--- src/rtl/load_store_unit.sv ---
// Load/store stage: turns an ALU-computed effective address into one bus
// transaction with byte strobes, lane replication and load-data extension.
module load_store_unit #(
  parameter int unsigned TIMEOUT = 16
) (
  input  logic        clk,
  input  logic        reset,
  input  logic        start,
  input  logic        is_load,
  input  logic        is_store,
  input  logic [2:0]  funct3,
  input  logic [31:0] address,
  input  logic [31:0] store_data,
  output logic        busy,
  output logic        done,
  output logic        error,
  output logic [31:0] load_data,
  output logic        mem_valid,
  input  logic        mem_ready,
  output logic [31:0] mem_address,
  output logic [3:0]  mem_wstrobe,
  output logic [31:0] mem_wdata,
  input  logic [31:0] mem_rdata
);

  localparam logic [1:0] IDLE = 2'd0;
  localparam logic [1:0] REQ  = 2'd1;
  localparam logic [1:0] DONE = 2'd2;

  localparam logic [31:0] LIMIT = TIMEOUT - 1;

  logic [1:0]  state;
  logic        errFlag;
  logic [31:0] count;
  logic [1:0]  laneSel;
  logic [2:0]  sizeSel;
  logic        loadKind;

  logic        badFunct3;
  logic        misaligned;
  logic [3:0]  strobe;
  logic [31:0] wdata;
  logic [31:0] lane;
  logic [31:0] extended;
  logic        expired;

  // Request decode is done on the raw inputs so illegal requests finish without a bus access.
  always_comb begin
    badFunct3 = 1'b0;
    case (funct3)
      3'b000, 3'b001, 3'b010: badFunct3 = 1'b0;
      3'b100, 3'b101:         badFunct3 = !is_load;
      default:                badFunct3 = 1'b1;
    endcase
    misaligned = ((funct3[1:0] == 2'b01) && address[0]) ||
                 ((funct3[1:0] == 2'b10) && (address[1:0] != 2'b00));
    strobe = 4'b1111;
    wdata  = store_data;
    case (funct3[1:0])
      2'b00: begin
        strobe = 4'b0001 << address[1:0];
        wdata  = {4{store_data[7:0]}};
      end
      2'b01: begin
        strobe = 4'b0011 << address[1:0];
        wdata  = {2{store_data[15:0]}};
      end
      default: begin
        strobe = 4'b1111;
        wdata  = store_data;
      end
    endcase
  end

  always_comb begin
    lane     = mem_rdata >> {laneSel, 3'b000};
    extended = lane;
    case (sizeSel)
      3'b000:  extended = {{24{lane[7]}}, lane[7:0]};
      3'b001:  extended = {{16{lane[15]}}, lane[15:0]};
      3'b100:  extended = {24'h000000, lane[7:0]};
      3'b101:  extended = {16'h0000, lane[15:0]};
      default: extended = lane;
    endcase
  end

  assign expired = (TIMEOUT != 0) && (count == LIMIT);

  always_ff @(posedge clk) begin
    if (reset) begin
      state       <= IDLE;
      errFlag     <= 1'b0;
      count       <= '0;
      laneSel     <= 2'b00;
      sizeSel     <= 3'b000;
      loadKind    <= 1'b0;
      load_data   <= '0;
      mem_address <= '0;
      mem_wstrobe <= '0;
      mem_wdata   <= '0;
    end else begin
      case (state)
        IDLE: begin
          errFlag <= 1'b0;
          if (start) begin
            if (!is_load && !is_store) begin
              state <= DONE;
            end else if (badFunct3 || misaligned) begin
              state   <= DONE;
              errFlag <= 1'b1;
            end else begin
              state       <= REQ;
              count       <= '0;
              laneSel     <= address[1:0];
              sizeSel     <= funct3;
              loadKind    <= is_load;
              mem_address <= {address[31:2], 2'b00};
              mem_wstrobe <= is_load ? 4'b0000 : strobe;
              mem_wdata   <= wdata;
            end
          end
        end
        REQ: begin
          if (mem_ready) begin
            if (loadKind) load_data <= extended;
            state   <= DONE;
            errFlag <= 1'b0;
          end else if (expired) begin
            state   <= DONE;
            errFlag <= 1'b1;
          end else begin
            count <= count + 32'd1;
          end
        end
        DONE: begin
          state   <= IDLE;
          errFlag <= 1'b0;
        end
        default: state <= IDLE;
      endcase
    end
  end

  assign busy      = (state == REQ) || (state == DONE);
  assign done      = (state == DONE);
  assign error     = done && errFlag;
  assign mem_valid = (state == REQ);

endmodule

--- config.mk ---
export PLATFORM = sky130hd
export DESIGN_NAME = load_store_unit
export DESIGN_NICKNAME = d
export VERILOG_FILES = /design/src/rtl/load_store_unit.sv
export SDC_FILE = /design/constraint.sdc
export NUM_CORES = 1
export LEC_CHECK = 0
export CORE_AREA = 3 3 116 118
export CTS_BUF_LIST = sky130_fd_sc_hd__clkbuf_8
export DETAILED_ROUTE_END_ITERATION = 12
export DIE_AREA = 0 0 119 121
export PLACE_DENSITY = 0.91
export SETUP_SLACK_MARGIN = 0.5
export SLEW_MARGIN = 20
export SYNTH_ARGS = -nofsm -noshare
export SYNTH_HDL_FRONTEND = slang
export SYNTH_SLANG_ARGS = --single-unit
--- constraint.sdc ---
create_clock -name clk -period 4.6 [get_ports clk]
set_input_delay 1.38 -clock clk [delete_from_list [all_inputs] [get_ports clk]]
set_output_delay 1.38 -clock clk [all_outputs]
set_load 0.05 [all_outputs]
======== Yosys cells after proc, flatten, opt, wreduce, memory -nomap -nowiden ========
Index checks and enable logic that the tools add are counted.
word-level totals
  input bits .............................. 105
  logic and storage cells ................. 80
  register bits after elaboration ......... 139
cells by class
  bitwise gates (word level) .............. 2
  reductions and logical operators ........ 23
  eq/ne operators ......................... 18
  muxes and demuxes ....................... 23
  shift operators ......................... 3
  add/subtract/negate cells ............... 1
operators by type and width
  kind                     number
  $mux W32                 5
  $pmux W32 S2             2
  $pmux W32 S4             1
  $add A32 B1 Y32 const B  1
  $eq A32 B4 Y1 const B    1
  $shr A32 B5 Y32          1
  $eq A3 B3 Y1 const B     4
  $mux W2                  5
  $ne A2 B2 Y1 const B     5
  $pmux W4 S2              1
  $eq A3 B1 Y1 const B     2
  $logic_not A3 Y1         2
  $reduce_and A6 Y1        1
  $mux W1                  5
  $eq A2 B1 Y1 const B     2
  $eq A2 B2 Y1 const B     2
  $logic_and A1 B1 Y1      4
  $logic_not A2 Y1         2
  $mux W4                  1
  $pmux W2 S2              1
  $reduce_and A2 Y1        2
  $reduce_and A4 Y1        1
  $reduce_bool A2 Y1       2
  $shl A1 B2 Y4 const A    1
  other kinds (12)         16

======== Longest topological paths before layout ========
  word-level depth ........................ 8
  mapped depth ............................ 9
  mapped depth without buffers ............ 7

======== Worst setup path before layout ========
Ideal clock, no wire load.
  path type ............................... in2reg
  start point ............................. in funct3[2]
  end point ............................... reg count[10]
  data arrival time ....................... 2.939 ns
  stages .................................. 6
  required time ........................... 4.472 ns
  slack ................................... 1.533 ns
  path buffers ............................ 2
  library setup time ...................... 0.128 ns
  path through ............................ or4_1 o31a_1 o21ai_1 clkbuf_1 clkbuf_1 nor2_1
between the ends
  longest elaborated chain between the ends .. 6
  elaborated cells on any way between the ends .. 11
  those cells by class .................... eq/ne (5); mux (1); reduce/logical (5)
ends and longest elaborated chain
  what                                                  line  text
  start, declared                                       11    input logic [2:0] funct3,
  $eq A3 B1 Y1, or another cell as far along            50    case (funct3)
  $reduce_or A3 Y1 or $reduce_or A2 Y1 (tied branches)  50
  $pmux W1 S2 (*)                                       50
  $logic_or A1 B1 Y1 (*)                                108   end else if (badFunct3 || misaligned) begin
  $ne A2 B2 Y1 (no line) (*)                            --
  $reduce_and A6 Y1 (no line) (*)                       --
  end signal, assigned                                  132   count <= count + 32'd1;
  end, declared                                         34    logic [31:0] count;
Every way passes the cells marked *; elsewhere a longest branch is shown, timed or not.
A chain may end at the register's enable or synchronous reset.

======== Final worst setup path ========
  start point ............................. in is_load
  end point ............................... reg count[17]
between the ends
  longest elaborated chain between the ends .. 5
  elaborated cells on any way between the ends .. 7
  those cells by class .................... eq/ne (2); mux (1); reduce/logical (4)
ends and longest elaborated chain
  what                             line     text
  start, declared                  9        input logic is_load,
  $logic_not A1 Y1 (*)             52, 106
  $pmux W1 S2                      50
  $logic_or A1 B1 Y1               108
  $ne A2 B2 Y1 (no line)           --
  $reduce_and A6 Y1 (no line) (*)  --
Marked as above.

==> results.py <==
metrics = {
    "status": {
        "status": "finished clean",
    },
    "setup_path": {
        "rrSetupSlack_ps": 1740,
        "cp_max_fo": 10,
        "worstPathCellList": "clkdlybuf4s50_1 -> o21ai_2 -> a211oi_2 -> nand4_1 -> or4_1 -> a21oi_1",
        "crit_slowest_cell": "clkdlybuf4s50_1",
        "rr_endpoint": "load_data[19]",
        "critPathCaptureType": "flip-flop",
        "worst_ep_required_time_ps": 4970,
        "startpoint": "is_load",
        "crit_buf_inv": 1,
        "r2r_cells": 8,
        "worstSetupPathType": "input port to flip-flop",
        "timing.rr.start": "state[1]",
        "cp_top_family": "compound AO/OA/AOI/OAI gates",
        "worstSetupStartpointType": "input port",
        "max_stage_delay_ps": 650,
        "cp.arrival_ps": 3940,
    },
    "die": {
        "die_x_microns": 119,
        "num_rows": 41,
        "io_pins": 209,
        "dieArea_sq_mm": 0.0144,
        "initial_utilization_pct": 50.4,
        "coreArea_sq_mm": 0.0126,
        "dieHeight_microns": 121,
    },
    "clock_tree": {
        "cts_root_buf": "clkbuf_8",
        "clk_latency_ps": 450,
        "post_cts.repair.setup_buffers": 0,
        "ctsHtreeMaxLevel": 4,
        "cts.path.max_buffers": 2,
        "ctsHoldBuffers": 0,
        "clkSlewWorstSetupHoldPaths_ps": 80,
        "post_cts_resized": 0,
        "cts_tree": "built",
        "cts_made_buffers": 17,
        "cts.sinks": 139,
    },
    "placement": {
        "place_area_sq_mm": 0.00848,
        "port_buffers": 206,
        "place_hpwl_microns": 13600,
        "routabilityCongestion": 0.886,
        "dp_cells": 1132,
    },
    "flow_run": {
        "drv_cap": 0,
    },
    "finish": {
        "drive_gt1_share_pct": 6.05,
        "layout_common_cells": "clkdlybuf4s50_1 (205), nand2_1 (178), dfxtp_1 (139), a21oi_1 (112), o21ai_0 (56)",
        "final_area_sq_mm": 0.00890,
        "antenna_cells": 0,
        "fin_nets": 1089,
        "synthToLayoutAreaGrowth_pct": 40.4,
        "final_common_cell": "clkdlybuf4s50_1",
        "finalNonFillerCells": 1164,
        "fill_cells": 953,
    },
    "routing": {
        "viasPerCell": 5.57,
        "drt_wl_total_microns": 19100,
        "routedWlPerCell_microns": 16.4,
        "drt_iter0_drc": 477,
        "vias": 6480,
        "route.detailed.drc": 0,
        "drt-pass1-iter-count": 4,
        "ant_nets": 0,
    },
    "global_routing": {
        "grt_start_max_net_pins": 88,
        "grt_overflow_total": 0,
        "grt_pass1_vias": 6189,
        "antenna_found_initial": 0,
        "grt_use_total_pct": 26.1,
        "grt_pass1_wl_microns": 30500,
    },
    "synth": {
        "synth_edf_count": 0,
        "synthArstFlopShare_pct": 0,
        "yosys-top-cells-area": "dfxtp_1 (44%), nand2_1 (11%), a21oi_1 (8.8%)",
        "postSynthRegisterBits": 139,
        "netlist_area_sq_mm": 0.00634,
        "synthFlopType": "dfxtp_1",
        "synth_cell_types": 48,
        "synth_seq_area_share_pct": 43.9,
        "yosysTopAreaCell": "dfxtp_1",
        "avgSynthCellArea_sq_um": 7.95,
        "synth_warnings": 0,
        "syn_inst": 797,
        "yosysTopAreaCellShare_pct": 43.9,
    },
    "power": {
        "power.total_uw": 2780,
        "power_leakage_uw": 0.00301,
        "p_per_area_mw_per_mm2": 312,
        "peakVddDrop_mv": 0.308,
    },
    "sta": {
        "tightest_slew_ps": 1020,
        "relSlewSlack_pct": 32.2,
        "hold_ws_ps": 455,
        "layout_min_cycle_time_ps": 3570,
        "finalCritPeriodShare_pct": 77.6,
        "setup_viol": 0,
        "fin_tns_setup_ps": 0,
        "rsz0062_at_grt": "false",
        "drv_slew": 0,
        "finalHoldViolCount": 0,
        "fmax_mhz": 280,
        "skew_ps": 9.85,
    },
    "worst_hold_path": {
        "holdPathEnd": "mem_address[7]",
        "holdCritPathClass": "flip-flop to flip-flop",
        "hp-start": "mem_address[7]",
        "hold_depth": 2,
    },
}
-- worst reg2reg max path: stages (launching register included) --
cell and delay [ps]:
dfxtp_1 340, inv_1 90, ha_1 300, and2_1 270, nand2_1 280, a21oi_2 450, a21boi_1 640, buf_4 290
a21oi_1 80
-- where the power goes --
group / switching [uW] / internal (uW) / total, uW
combinational: 293 / 198 / 491
sequential: 20.4 / 1240 / 1260
clock: 493 / 537 / 1030
-- routing by layer --
layer | track usage (%) | up-vias | part of all wire [%]
met3 | 9.28 | 41 | 8.5
met2 | 42.7 | 244 | 48
met1 | 31.7 | 3027 | 41
met5 | 0 | - | 0
li1 | - | 3168 | -
met4 | 9.63 | 0 | 2.4
-- worst max path at each step --
stage           endpoint  slack [ps]  cells after the start
5_1_grt        count[17]         840                      6
3_5_place_dp   count[17]         260                      6
6_report       count[17]        1030                      6
2_1_floorplan  count[10]        1530                      6
3_3_place_gp   count[17]         410                      6
4_1_cts        count[17]         730                      6
-- state kept, by name, summed over array words and instances, names as in the netlist, 2 cells and up --
name / cells
count: 32
load_data: 32
mem_wdata: 32
mem_address: 30
laneSel: 2
state: 2
mem_wstrobe: 4
sizeSel: 3
-- cell type report --
class | instances | area (sq um) | area share [%]
clock inverters | 15 | 175 | 1.97
repair buffers | 215 | 2140 | 24.0
inverters | 16 | 60.1 | 0.675
multi-input cells | 590 | 3290 | 37.0
flip-flops and latches | 139 | 2780 | 31.3
well taps | 172 | 215 | 2.42
clock buffers | 17 | 234 | 2.63
-- kinds of logic after synthesis --
family                   synth area share, %
other                                 0.0592
AND/OR/NAND/NOR                         21.9
flip-flops                              43.9
buffers and inverters                   4.40
AO/OA/AOI/OAI                           20.6
adder cells (fa/ha/maj)                0.987
XOR/XNOR                                1.52
multiplexers                            6.67
-- per-stage QoR --
step | utilization (%) | worst slack, ps
after floorplan | - | 1530
after detailed placement | 67.5 | 263
after CTS | 70.7 | 725
after global placement | 67.5 | 410
after global routing | 70.8 | 840
final | 70.8 | 1030
-- synthesized netlist by cell type, types with 6 or more instances --
| cell type | number |
|---|---|
| a211oi_1 | 9 |
| o21ai_0 | 56 |
| nand4_1 | 18 |
| nor4_1 | 10 |
| mux2_2 | 8 |
| a311oi_1 | 9 |
| nor2_1 | 38 |
| nand2_1 | 178 |
| or3_1 | 16 |
| clkbuf_1 | 37 |
| buf_2 | 10 |
| mux2i_1 | 31 |
| a21oi_1 | 112 |
| xor2_1 | 6 |
| o211ai_1 | 18 |
| nand3_1 | 12 |
| inv_1 | 15 |
| or4_1 | 7 |
| dfxtp_1 | 139 |
No activity file was read; power rests on OpenSTA's default activity.
